File: config.mk
export PLATFORM = sky130hd
export DESIGN_NAME = cpu_sram_arbiter_flat
export DESIGN_NICKNAME = d
export VERILOG_FILES = /design/src/rtl/cpu_sram_arbiter_if.sv /design/src/rtl/cpu_sram_arbiter.sv /design/src/flat_wrapper.sv
export SDC_FILE = /design/constraint.sdc
export NUM_CORES = 1
export LEC_CHECK = 0
export BUFFER_PORTS_ARGS = -buffer_cell sky130_fd_sc_hd__buf_2
export CORE_AREA = 10 10 117 119
export DETAILED_ROUTE_END_ITERATION = 8
export DIE_AREA = 0 0 127 129
export SYNTH_ARGS = -nofsm -noshare
export SYNTH_HDL_FRONTEND = slang
export SYNTH_SLANG_ARGS = --single-unit
File: constraint.sdc
create_clock -name clk -period 3.2 [get_ports clk]
set_input_delay 0.32 -clock clk [delete_from_list [all_inputs] [get_ports clk]]
set_output_delay 0.32 -clock clk [all_outputs]
set_load 0.03 [all_outputs]
File: src/rtl/cpu_sram_arbiter_if.sv
// Bundle of the arbiter's buses: instruction master, data master, shared SRAM-like slave.
// 'slave' is the arbiter's own view; 'master' is the view of the surrounding core/bridge.
interface cpu_sram_arbiter_if;
    logic        inst_req;
    logic        inst_wr;
    logic [1:0]  inst_size;
    logic [31:0] inst_addr;
    logic [3:0]  inst_wstrb;
    logic [31:0] inst_wdata;
    logic        inst_addr_ok;
    logic        inst_data_ok;
    logic [31:0] inst_rdata;

    logic        data_req;
    logic        data_wr;
    logic [1:0]  data_size;
    logic [31:0] data_addr;
    logic [3:0]  data_wstrb;
    logic [31:0] data_wdata;
    logic        data_addr_ok;
    logic        data_data_ok;
    logic [31:0] data_rdata;

    logic        sram_req;
    logic        sram_wr;
    logic [1:0]  sram_size;
    logic [31:0] sram_addr;
    logic [3:0]  sram_wstrb;
    logic [31:0] sram_wdata;
    logic        sram_addr_ok;
    logic        sram_data_ok;
    logic [31:0] sram_rdata;

    logic        resp_err;

    modport slave (
        input  inst_req, inst_wr, inst_size, inst_addr, inst_wstrb, inst_wdata,
        output inst_addr_ok, inst_data_ok, inst_rdata,
        input  data_req, data_wr, data_size, data_addr, data_wstrb, data_wdata,
        output data_addr_ok, data_data_ok, data_rdata,
        output sram_req, sram_wr, sram_size, sram_addr, sram_wstrb, sram_wdata,
        input  sram_addr_ok, sram_data_ok, sram_rdata,
        output resp_err
    );

    modport master (
        output inst_req, inst_wr, inst_size, inst_addr, inst_wstrb, inst_wdata,
        input  inst_addr_ok, inst_data_ok, inst_rdata,
        output data_req, data_wr, data_size, data_addr, data_wstrb, data_wdata,
        input  data_addr_ok, data_data_ok, data_rdata,
        input  sram_req, sram_wr, sram_size, sram_addr, sram_wstrb, sram_wdata,
        output sram_addr_ok, sram_data_ok, sram_rdata,
        input  resp_err
    );
endinterface

File: src/rtl/cpu_sram_arbiter.sv
// Merges instruction and data SRAM-like masters onto one slave port; an owner FIFO routes responses.
// Optional macro ARB_ROUND_ROBIN_EN: alternate grants on contention instead of fixed data priority.
module cpu_sram_arbiter #(
    parameter int MAX_OUTSTANDING = 4,
    parameter int PTR_W           = 2
) (
    input  logic               clk,
    input  logic               reset,
    cpu_sram_arbiter_if.slave  bus
);

    typedef enum logic [1:0] {
        IDLE,
        LOCK_I,
        LOCK_D
    } state_t;

    localparam logic [PTR_W:0] FULL_CNT = (PTR_W + 1)'(MAX_OUTSTANDING);

    state_t                     state;
    state_t                     next_state;
    logic [PTR_W:0]             count;
    logic [PTR_W-1:0]           wr_ptr;
    logic [PTR_W-1:0]           rd_ptr;
    logic [MAX_OUTSTANDING-1:0] owner_q;   // 1 = data master, 0 = inst master
    logic                       resp_err_q;

    logic grant_i;
    logic grant_d;
    logic full;
    logic pick_data;
    logic accept;
    logic pop;
    logic head_is_data;

    assign full = (count == FULL_CNT);

`ifdef ARB_ROUND_ROBIN_EN
    logic last_grant;   // 1 = data was granted last, 0 = inst

    // On contention the master that did not win last time goes first.
    assign pick_data = bus.data_req && (!bus.inst_req || !last_grant);

    always_ff @(posedge clk) begin
        if (reset)
            last_grant <= 1'b0;
        else if (accept)
            last_grant <= grant_d;
    end
`else
    assign pick_data = bus.data_req;
`endif

    // NOTE: every signal assigned here gets a default first, so no path leaves it
    // unassigned and no latch is inferred.
    always_comb begin
        next_state = state;
        grant_i    = 1'b0;
        grant_d    = 1'b0;
        if (!reset) begin
            case (state)
                IDLE: begin
                    if (!full) begin
                        if (pick_data) begin
                            grant_d = 1'b1;
                            if (!bus.sram_addr_ok)
                                next_state = LOCK_D;
                        end else if (bus.inst_req) begin
                            grant_i = 1'b1;
                            if (!bus.sram_addr_ok)
                                next_state = LOCK_I;
                        end
                    end
                end
                // A locked grant ignores the other master so the slave request stays stable.
                LOCK_I: begin
                    grant_i = 1'b1;
                    if (bus.sram_addr_ok)
                        next_state = IDLE;
                end
                LOCK_D: begin
                    grant_d = 1'b1;
                    if (bus.sram_addr_ok)
                        next_state = IDLE;
                end
                default: next_state = IDLE;
            endcase
        end
    end

    always_comb begin
        bus.sram_req   = 1'b0;
        bus.sram_wr    = 1'b0;
        bus.sram_size  = 2'd0;
        bus.sram_addr  = 32'd0;
        bus.sram_wstrb = 4'd0;
        bus.sram_wdata = 32'd0;
        if (grant_d) begin
            bus.sram_req   = bus.data_req;
            bus.sram_wr    = bus.data_wr;
            bus.sram_size  = bus.data_size;
            bus.sram_addr  = bus.data_addr;
            bus.sram_wstrb = bus.data_wstrb;
            bus.sram_wdata = bus.data_wdata;
        end else if (grant_i) begin
            bus.sram_req   = bus.inst_req;
            bus.sram_wr    = bus.inst_wr;
            bus.sram_size  = bus.inst_size;
            bus.sram_addr  = bus.inst_addr;
            bus.sram_wstrb = bus.inst_wstrb;
            bus.sram_wdata = bus.inst_wdata;
        end
    end

    assign accept           = bus.sram_req && bus.sram_addr_ok;
    assign bus.inst_addr_ok = accept && grant_i;
    assign bus.data_addr_ok = accept && grant_d;

    assign pop              = bus.sram_data_ok && (count != '0) && !reset;
    assign head_is_data     = owner_q[rd_ptr];
    assign bus.inst_data_ok = pop && !head_is_data;
    assign bus.data_data_ok = pop && head_is_data;
    assign bus.inst_rdata   = bus.sram_rdata;
    assign bus.data_rdata   = bus.sram_rdata;
    assign bus.resp_err     = resp_err_q;

    // NOTE: state uses non-blocking assignments so every flop samples pre-edge values.
    always_ff @(posedge clk) begin
        if (reset) begin
            state      <= IDLE;
            count      <= '0;
            wr_ptr     <= '0;
            rd_ptr     <= '0;
            resp_err_q <= 1'b0;
        end else begin
            state <= next_state;
            if (accept)
                wr_ptr <= wr_ptr + 1'b1;
            if (pop)
                rd_ptr <= rd_ptr + 1'b1;
            case ({accept, pop})
                2'b10:   count <= count + 1'b1;
                2'b01:   count <= count - 1'b1;
                default: count <= count;
            endcase
            if (bus.sram_data_ok && (count == '0))
                resp_err_q <= 1'b1;
        end
    end

    // NOTE: the owner storage is not reset; count and pointers decide which entries are valid.
    always_ff @(posedge clk) begin
        if (accept)
            owner_q[wr_ptr] <= grant_d;
    end

endmodule

File: src/flat_wrapper.sv
// flat-port wrapper written by rule: the top's interface ports become plain ports
module cpu_sram_arbiter_flat 
#(
    parameter int MAX_OUTSTANDING = 4,
    parameter int PTR_W           = 2
)
  (clk, reset, bus_inst_req, bus_inst_wr, bus_inst_size, bus_inst_addr, bus_inst_wstrb, bus_inst_wdata, bus_inst_addr_ok, bus_inst_data_ok, bus_inst_rdata, bus_data_req, bus_data_wr, bus_data_size, bus_data_addr, bus_data_wstrb, bus_data_wdata, bus_data_addr_ok, bus_data_data_ok, bus_data_rdata, bus_sram_req, bus_sram_wr, bus_sram_size, bus_sram_addr, bus_sram_wstrb, bus_sram_wdata, bus_sram_addr_ok, bus_sram_data_ok, bus_sram_rdata, bus_resp_err);
  cpu_sram_arbiter_if bus_i ();
  input  logic clk;
  input  logic reset;
  input wire logic [$bits(bus_i.inst_req)-1:0] bus_inst_req;
  input wire logic [$bits(bus_i.inst_wr)-1:0] bus_inst_wr;
  input wire logic [$bits(bus_i.inst_size)-1:0] bus_inst_size;
  input wire logic [$bits(bus_i.inst_addr)-1:0] bus_inst_addr;
  input wire logic [$bits(bus_i.inst_wstrb)-1:0] bus_inst_wstrb;
  input wire logic [$bits(bus_i.inst_wdata)-1:0] bus_inst_wdata;
  output wire logic [$bits(bus_i.inst_addr_ok)-1:0] bus_inst_addr_ok;
  output wire logic [$bits(bus_i.inst_data_ok)-1:0] bus_inst_data_ok;
  output wire logic [$bits(bus_i.inst_rdata)-1:0] bus_inst_rdata;
  input wire logic [$bits(bus_i.data_req)-1:0] bus_data_req;
  input wire logic [$bits(bus_i.data_wr)-1:0] bus_data_wr;
  input wire logic [$bits(bus_i.data_size)-1:0] bus_data_size;
  input wire logic [$bits(bus_i.data_addr)-1:0] bus_data_addr;
  input wire logic [$bits(bus_i.data_wstrb)-1:0] bus_data_wstrb;
  input wire logic [$bits(bus_i.data_wdata)-1:0] bus_data_wdata;
  output wire logic [$bits(bus_i.data_addr_ok)-1:0] bus_data_addr_ok;
  output wire logic [$bits(bus_i.data_data_ok)-1:0] bus_data_data_ok;
  output wire logic [$bits(bus_i.data_rdata)-1:0] bus_data_rdata;
  output wire logic [$bits(bus_i.sram_req)-1:0] bus_sram_req;
  output wire logic [$bits(bus_i.sram_wr)-1:0] bus_sram_wr;
  output wire logic [$bits(bus_i.sram_size)-1:0] bus_sram_size;
  output wire logic [$bits(bus_i.sram_addr)-1:0] bus_sram_addr;
  output wire logic [$bits(bus_i.sram_wstrb)-1:0] bus_sram_wstrb;
  output wire logic [$bits(bus_i.sram_wdata)-1:0] bus_sram_wdata;
  input wire logic [$bits(bus_i.sram_addr_ok)-1:0] bus_sram_addr_ok;
  input wire logic [$bits(bus_i.sram_data_ok)-1:0] bus_sram_data_ok;
  input wire logic [$bits(bus_i.sram_rdata)-1:0] bus_sram_rdata;
  output wire logic [$bits(bus_i.resp_err)-1:0] bus_resp_err;
  assign bus_i.inst_req = bus_inst_req;
  assign bus_i.inst_wr = bus_inst_wr;
  assign bus_i.inst_size = bus_inst_size;
  assign bus_i.inst_addr = bus_inst_addr;
  assign bus_i.inst_wstrb = bus_inst_wstrb;
  assign bus_i.inst_wdata = bus_inst_wdata;
  assign bus_inst_addr_ok = bus_i.inst_addr_ok;
  assign bus_inst_data_ok = bus_i.inst_data_ok;
  assign bus_inst_rdata = bus_i.inst_rdata;
  assign bus_i.data_req = bus_data_req;
  assign bus_i.data_wr = bus_data_wr;
  assign bus_i.data_size = bus_data_size;
  assign bus_i.data_addr = bus_data_addr;
  assign bus_i.data_wstrb = bus_data_wstrb;
  assign bus_i.data_wdata = bus_data_wdata;
  assign bus_data_addr_ok = bus_i.data_addr_ok;
  assign bus_data_data_ok = bus_i.data_data_ok;
  assign bus_data_rdata = bus_i.data_rdata;
  assign bus_sram_req = bus_i.sram_req;
  assign bus_sram_wr = bus_i.sram_wr;
  assign bus_sram_size = bus_i.sram_size;
  assign bus_sram_addr = bus_i.sram_addr;
  assign bus_sram_wstrb = bus_i.sram_wstrb;
  assign bus_sram_wdata = bus_i.sram_wdata;
  assign bus_i.sram_addr_ok = bus_sram_addr_ok;
  assign bus_i.sram_data_ok = bus_sram_data_ok;
  assign bus_i.sram_rdata = bus_sram_rdata;
  assign bus_resp_err = bus_i.resp_err;
  cpu_sram_arbiter #(.MAX_OUTSTANDING(MAX_OUTSTANDING), .PTR_W(PTR_W)) u_core (.clk(clk), .reset(reset), .bus(bus_i));
endmodule
==> impl_metrics.toml, run 1 <==
[job]
max_cap_violations = 0

[power]
irDropWorstVdd_v = 0.000209
p_leak_nw = 1.63
power.density_mw_per_mm2 = 497

[sta]
report.final.setup_viol = 0
skew_ps = 0.955
grt_setup_unrepaired = "false"
fin_tns_setup_ps = 0
max_slew.worst_pin.slew_ps = 777
final_max_slew_viol_count = 0
hold_viol_final = 0
fin_crit_ps = 2940
max_slew_margin = 0.482
post-route-period-util = 0.918
clock.fmax_mhz = 340

[drt]
routedWlPerCell_um = 18.7
drt-initial-drc-count = 115
routed_wirelength_um = 10000
drtPass1Iterations = 4
drt_drc_violations_left = 0
vias = 2439
viasPerCell = 4.55
drtAntennaViolNets = 0

[setup_path]
critical_path.startpoint = "u_core.count[2]"
critPathCaptureType = "output port"
critical_path_arrival_ps = 2620
cp-start-kind = "register"
required_ps = 2880
critical_register_to_register_path_startpoint = "u_core.state[0]"
crit_path_max_fanout = 52
timing_worst_setup_path_type = "register to output port"

[logic_synthesis]
synth_cells = 244
synth_compound_gate_area_share = 0.359
synth_simple_gate_area_frac = 0.0747
number_of_unique_standard_cell_types_used_by_synthesis = 39
number_of_warnings_issued_by_yosys = 0
mappedNetlistNets = 433
synth-seq-area-share = 0.154
yosys-mux-area-fraction = 0.0211
syn_area_per_cell_um2 = 8.52
post-synth-top-area-cell = "a22o_1"
synth-seq-cells = 14
yosysMostFrequentCell = "a22o_1"
main_combinational_cell_family_by_area_after_synthesis = "compound AO/OA/AOI/OAI gates"
mapped_cell_area_mm2 = 0.00208
yosys_most_used_dff = "dfxtp_1"
synth.top_cells.by_count = "a22o_1 (71), buf_4 (65), inv_1 (14)"
synth_top_cell_area_share = 0.299
synthAdderAreaFrac = 0.0578
async_flop_share = 0
synth-xor-area-share = 0.0169
count_of_flip_flops_with_a_built_in_enable_after_synthesis = 4
synthTopCellsByArea = "a22o_1 (30%), buf_4 (23%), dfxtp_1 (9.6%)"

[cts]
htreeDepth = 1
post_cts.repair.setup_buffers = 0
post_cts.resized_instances = 0
cts.sink_count = 14
cts_tree = "yes"
insertion_delay_of_the_later_clocked_pin_in_the_worst_skew_pair_ps = 240
ctsLongestPathBuffers = 2
clock_tree.root_cell = "clkbuf_16"
cts_hold_buffers = 0
path_clk_slew_ps = 50
cts_buffers = 3

[placement]
cell_area_after_placement_mm2 = 0.00281
half_perimeter_wire_length_of_the_detailed_placement_result_um = 8640
placed_insts = 532
routabilityCongestion = 0.862
numPortBuffers = 224

[floorplan]
row_count = 39
floorplan.die_area_mm2 = 0.0164
coreArea_mm2 = 0.0113
io_pins = 321
die_height_um = 129
floorplan.initialDensity = 0.184
die_w_um = 127

[cells_and_area]
final_nets = 583
area_delta_synth_final_pct = 39.4
finalNonFillerCells = 536
antenna-diode-count = 0
drive_above_1_share = 0.598
post-route-cell-area_mm2 = 0.00290

[grt]
groute.usage.overall = 0.109
grt_pass1_vias = 2661
overflow = 0
grt_first_pass_wirelength_um = 14700
maximum_number_of_pins_on_one_net_before_global_route_repair = 77
grt_antenna_before_repair = 4

[hold_path]
hold_class = "primary input to register"
hold_path_start = "bus_sram_data_ok"

[outcome]
run_status = "completed"
-- registers in the layout, summed over array words and instances (netlist names) --
register	count
u_core.bus.resp_err	1
u_core.count	3
u_core.owner_q	4
u_core.rd_ptr	2
u_core.state	2
u_core.wr_ptr	2
-- layout by cell type, fill, tap and decap left out, types with 2 or more instances in the layout --
cell | synthesis | final
buf_2 | 1 | 224
a22o_1 | 71 | 71
inv_1 | 14 | 14
nor2_1 | 11 | 10
dfxtp_1 | 10 | 10
ha_1 | 8 | 8
a21oi_1 | 6 | 6
and2_1 | 5 | 5
edfxtp_1 | 4 | 4
clkbuf_16 | 0 | 3
buf_4 | 65 | 3
a31oi_1 | 2 | 2
nand3_1 | 2 | 2
xor2_1 | 2 | 2
o21ai_0 | 2 | 2
xnor2_1 | 2 | 2
nand2_1 | 2 | 2
-- logic make-up after synthesis --
| logic type | after synthesis |
|---|---|
| DFF | 14 |
| buffers and inverters | 96 |
| AOI/OAI and AO/OA | 90 |
| muxes | 3 |
| and+or+nand+nor | 28 |
| adders and majority gates | 9 |
| xor gates and xnor gates | 4 |
-- worst paths after layout --
path	end	slack (ps)	depth (start not counted)
worst max register to register	u_core.count[2]	580	11
worst min-delay path	u_core.bus.resp_err	330	3
worst min register to register	u_core.bus.resp_err	470	2
worst max-delay path	bus_sram_wdata[23]	260	6
-- critical path: stages, from the launching register on --
cell and delay, ps:
dfxtp_1 350, or3b_4 420, a31oi_1 330, nor3b_4 260, buf_4 460, a22o_1 270, buf_2 220
-- area by class of cell --
type | instances | area [µm²]
fill | 1239 | 8420
timing repair buffer | 227 | 1140
multi-input combinational | 134 | 1110
sequential | 14 | 320
tap | 143 | 179
clock buffer | 4 | 88.8
inverter | 14 | 52.6
-- stage by stage --
stage | setup slack [ps] | util | hold slack (ps) | total power [W]
4_1_cts | 280 | 0.256 | 338 | 0.00146
2_1_floorplan | 832 | - | 461 | 0.00103
6_report | 263 | 0.256 | 333 | 0.00144
3_3_place_gp | 610 | 0.248 | 451 | 0.00117
5_1_grt | 79.1 | 0.256 | 382 | 0.00154
3_5_place_dp | 555 | 0.248 | 464 | 0.00119
-- power breakdown --
part,switching [W],internal (W),total [W]
sequential,0.0000156,0.000205,0.000220
combinational,0.000621,0.000335,0.000957
clock,0.0000729,0.000189,0.000262
-- metal layers --
metal	global-route usage	routed length [µm]
met5	0	0
met2	0.202	5080
met4	0.0368	315
met1	0.110	3470
met3	0.0398	1150
Note: power is estimated with default switching activity, not from simulation.
==> inputs of run 2 (changes only) <==
--- a/config.mk
+++ b/config.mk
@@ -9,6 +9,7 @@
 export CORE_AREA = 10 10 117 119
 export DETAILED_ROUTE_END_ITERATION = 8
 export DIE_AREA = 0 0 127 129
+export PLACE_DENSITY = 0.63
 export SYNTH_ARGS = -nofsm -noshare
 export SYNTH_HDL_FRONTEND = slang
 export SYNTH_SLANG_ARGS = --single-unit
==> impl_metrics.toml, run 2 (same netlist as run 1, synthesis figures left out) <==
[outcome]
run_status = "completed"

[hold_path]
hold_path_start = "bus_sram_data_ok"
hold_class = "primary input to register"

[setup_path]
critical_register_to_register_path_startpoint = "u_core.state[1]"
critical_path.startpoint = "u_core.count[2]"
critical_path_arrival_ps = 2770
worst_r2r_path_depth = 11
worst_flop_to_flop_path_endpoint = "u_core.count[2]"
required_ps = 2880
r2r_setup_slk_ps = 600
crit_path_max_fanout = 43
critPathCaptureType = "output port"
cp-start-kind = "register"
crit_end = "bus_sram_wstrb[1]"
timing_worst_setup_path_type = "register to output port"

[sta]
fin_crit_ps = 3090
post-route-period-util = 0.964
report.final.setup_viol = 0
clock.fmax_mhz = 324
max_slew.worst_pin.slew_ps = 725
final_critical_path_setup_slack_ps = 114
max_slew_margin = 0.516
skew_ps = 5.85
final_max_slew_viol_count = 0
fin_tns_setup_ps = 0
hold_viol_final = 0

[drt]
viasPerCell = 4.53
routed_wirelength_um = 10400
drt-initial-drc-count = 157
routed-wl-met2_um = 5080
highest_layer = "met4"
drt_drc_violations_left = 0
met1_length_um = 3790
met3WireLength_um = 1190
routedWlPerCell_um = 19.2
drtPass1Iterations = 4
drtAntennaViolNets = 0
vias = 2462

[cells_and_area]
layout.cells.most_common_list = "buf_2 (224), a22o_1 (71), inv_1 (14)"
largest_register_ffs = 4
post-route-cell-area_mm2 = 0.00293
final_nets = 589
area_delta_synth_final_pct = 41.2
drive_above_1_share = 0.602
layout.cells.most_common = "buf_2"
largest_registers = "u_core.owner_q: 4 flops, u_core.count: 3 flops"
largest_register = "u_core.owner_q"

[cts]
post_cts.repair.setup_buffers = 0
cts_hold_buffers = 0
htreeDepth = 1
cts_tree = "yes"
post_cts.resized_instances = 0
insertion_delay_of_the_later_clocked_pin_in_the_worst_skew_pair_ps = 240
cts_buffers = 3
cts.sink_count = 14
path_clk_slew_ps = 40
ctsLongestPathBuffers = 2
clock_tree.root_cell = "clkbuf_16"

[job]
max_cap_violations = 0

[floorplan]
die_w_um = 127
floorplan.initialDensity = 0.184
die_height_um = 129
coreArea_mm2 = 0.0113
row_count = 39
io_pins = 321
floorplan.die_area_mm2 = 0.0164

[placement]
cell_area_after_placement_mm2 = 0.00281
numPortBuffers = 224
routabilityCongestion = 0.889
place_worst_setup_slack_ps = 339
half_perimeter_wire_length_of_the_detailed_placement_result_um = 8860

[grt]
groute.usage.overall = 0.107
grt_pass1_vias = 2487
grt_first_pass_wirelength_um = 14300
maximum_number_of_pins_on_one_net_before_global_route_repair = 44
overflow = 0
grt_antenna_before_repair = 0

[power]
p_leak_nw = 1.65
power.density_mw_per_mm2 = 492
irDropWorstVdd_v = 0.000227
-- run 2: cell types whose count changed in the layout (fill, tap and decap cells not counted), sizes merged --
| cell | change |
|---|---|
| buf | +5 |
| diode | +1 |
| nor2 | +1 |
-- run 2: critical path, cell delays in order, from the launching register on --
cell,delay [ps]
dfxtp_1,360
or3b_4,430
a31oi_1,500
nor3b_4,300
buf_4,410
a22o_1,280
buf_2,230
-- run 2: worst min path at each step --
| stage | end | slack, ps | cells after the start |
|---|---|---|---|
| floorplan | u_core.bus.resp_err | 460 | 2 |
| global placement | u_core.bus.resp_err | 450 | 2 |
| detailed placement | u_core.bus.resp_err | 470 | 2 |
| CTS | u_core.bus.resp_err | 350 | 3 |
| global route | u_core.bus.resp_err | 370 | 3 |
| finish | u_core.bus.resp_err | 350 | 3 |
-- run 2: area by class of cell --
cell class	instances	area, µm²
Tap cell	143	179
Timing Repair Buffer	232	1180
Inverter	14	52.6
Clock buffer	4	78.8
Antenna cell	1	2.50
Sequential cell	14	320
Fill cell	1233	8390
Multi-Input combinational cell	135	1120
-- run 2: through the flow --
step / total power, W / hold slack [ps] / utilization / instances
CTS: 0.00144 / 347 / 0.255 / 536
detailed placement: 0.00119 / 467 / 0.248 / 532
global placement: 0.00118 / 453 / 0.248 / 532
finish: 0.00144 / 351 / 0.259 / 543
floorplan: 0.00103 / 461 / - / 244
global route: 0.00153 / 370 / 0.259 / 542
-- run 2: where the power goes --
part / switching (W) / internal, W / total, W / leakage, nW
logic: 0.000636 / 0.000349 / 0.000985 / 1.49
clock network: 0.0000692 / 0.000168 / 0.000237 / 0.0382
registers: 0.0000152 / 0.000205 / 0.000220 / 0.119
-- run 2: metal layers --
metal | track usage | vias to the layer above
met5 | 0 | -
met4 | 0.0549 | 0
met3 | 0.0394 | 44
met2 | 0.182 | 155
met1 | 0.115 | 1115
li1 | - | 1148
==> inputs of run 3 (changes only) <==
--- a/config.mk
+++ b/config.mk
@@ -9,7 +9,7 @@
 export CORE_AREA = 10 10 117 119
 export DETAILED_ROUTE_END_ITERATION = 8
 export DIE_AREA = 0 0 127 129
-export PLACE_DENSITY = 0.63
+export PLACE_DENSITY = 0.65
 export SYNTH_ARGS = -nofsm -noshare
 export SYNTH_HDL_FRONTEND = slang
 export SYNTH_SLANG_ARGS = --single-unit
==> impl_metrics.toml, run 3 (same netlist as run 1, synthesis figures left out) <==
[outcome]
run_status = "completed"

[cts]
path_clk_slew_ps = 50
post_cts.repair.setup_buffers = 0
clock_tree.root_cell = "clkbuf_16"
cts_tree = "yes"
post_cts.resized_instances = 0
cts_hold_buffers = 0
cts.sink_count = 14
ctsLongestPathBuffers = 2
htreeDepth = 1
insertion_delay_of_the_later_clocked_pin_in_the_worst_skew_pair_ps = 250
cts_buffers = 3

[grt]
groute.usage.overall = 0.110
grt_first_pass_wirelength_um = 14900
grt_pass1_vias = 2580
maximum_number_of_pins_on_one_net_before_global_route_repair = 44
grt_antenna_before_repair = 1
overflow = 0

[power]
power.density_mw_per_mm2 = 496
combPwrFrac = 0.678
irDropWorstVdd_v = 0.000197
power.clock.fraction = 0.169
p_seq_frac = 0.153
power.net_switching_w = 0.000725
sw_frac_of_total = 0.505
p_int_w = 0.000712
p_leak_nw = 1.63

[drt]
drt-initial-drc-count = 201
drt_drc_violations_left = 0
viasPerCell = 4.63
drtPass1Iterations = 4
drtAntennaViolNets = 0
vias = 2484
routed_wirelength_um = 10400
routedWlPerCell_um = 19.3

[floorplan]
floorplan.die_area_mm2 = 0.0164
coreArea_mm2 = 0.0113
floorplan.initialDensity = 0.184
die_height_um = 129
die_w_um = 127
row_count = 39
io_pins = 321

[setup_path]
critical_path_arrival_ps = 2440
required_ps = 2880
cp-start-kind = "register"
r2r_setup_slk_ps = 580
timing_worst_setup_path_type = "register to output port"
worst_flop_to_flop_path_endpoint = "u_core.count[2]"
critical_path.startpoint = "u_core.count[2]"
crit_end = "bus_sram_wdata[22]"
critical_register_to_register_path_startpoint = "u_core.state[1]"
critPathCaptureType = "output port"
worst_r2r_path_depth = 11
crit_path_max_fanout = 33

[hold_path]
hold_class = "primary input to register"

[job]
max_cap_violations = 0

[placement]
numPortBuffers = 224
routabilityCongestion = 0.900
half_perimeter_wire_length_of_the_detailed_placement_result_um = 8990

[cells_and_area]
antenna-diode-count = 0
drive_above_1_share = 0.596
largest_register = "u_core.owner_q"
final_nets = 584
largest_register_ffs = 4
layout.core_utilization = 0.256
largest_registers = "u_core.owner_q: 4 flops, u_core.count: 3 flops"
layout.cells.most_common = "buf_2"
layout.cells.most_common_list = "buf_2 (224), a22o_1 (71), inv_1 (14)"
area_delta_synth_final_pct = 39.3

[sta]
fin_tns_setup_ps = 0
post-route-period-util = 0.864
max_slew_margin = 0.644
final_max_slew_viol_count = 0
fin_crit_ps = 2760
grt_setup_unrepaired = "false"
report.final.setup_viol = 0
max_slew.worst_pin.slew_ps = 530
hold_viol_final = 0
skew_ps = 5.74
clock.fmax_mhz = 362
## run 3: changes by cell type in the layout (fill, tap and decap cells not counted)
cell / change
nor2_2: -1
buf_4: -4
diode_2: -1
## run 3: worst min-delay path by stage
stage	start	end	slack [ps]	cells after the start
after CTS	bus_sram_data_ok	u_core.bus.resp_err	350	3
after global routing	bus_sram_data_ok	u_core.bus.resp_err	370	3
after detailed placement	u_core.bus.resp_err	u_core.bus.resp_err	470	2
final	bus_sram_data_ok	u_core.bus.resp_err	350	3
after floorplan	bus_sram_data_ok	u_core.bus.resp_err	460	2
after global placement	u_core.bus.resp_err	u_core.bus.resp_err	450	2
## run 3: metal layers
layer / global-route usage / vias up / part of all wire
li1: - / 1133 / -
met1: 0.126 / 1133 / 0.38
met2: 0.182 / 174 / 0.47
met3: 0.0439 / 42 / 0.13
met4: 0.0409 / 2 / 0.030
met5: 0 / - / 0.00068
## run 3: power by group through the flow
stage                     combinational, W  sequential, W  clock (W)
after floorplan                   0.000811       0.000224          0
final                             0.000973       0.000220   0.000243
after detailed placement          0.000978       0.000224          0
after CTS                         0.000984       0.000220   0.000246
after global placement            0.000963       0.000221          0
after global routing               0.00104       0.000222   0.000256
## run 3: layout make-up
| type | instances | area, µm² |
|---|---|---|
| fillers | 1239 | 8430 |
| inverters | 14 | 52.6 |
| flip-flops and latches | 14 | 320 |
| clock buffers | 4 | 78.8 |
| repair buffers | 228 | 1150 |
| multi-input cells | 134 | 1110 |
| well taps | 143 | 179 |
## run 3: stage by stage
stage | cells | hold slack [ps] | total power, W | worst slack [ps] | area (µm²)
final | 537 | 350 | 0.00144 | 436 | 2900
after global routing | 537 | 367 | 0.00152 | 302 | 2900
after CTS | 537 | 346 | 0.00145 | 403 | 2900
after detailed placement | 533 | 471 | 0.00120 | 618 | 2820
after global placement | 533 | 446 | 0.00118 | 706 | 2820
after floorplan | 244 | 461 | 0.00103 | 832 | 2080
## run 3: critical path, cell delays in order (launching register included)
cell and delay (ps):
dfxtp_1 370, or3b_4 430, a31oi_1 330, nor3b_4 260
buf_4 360, a22o_1 220, buf_2 230
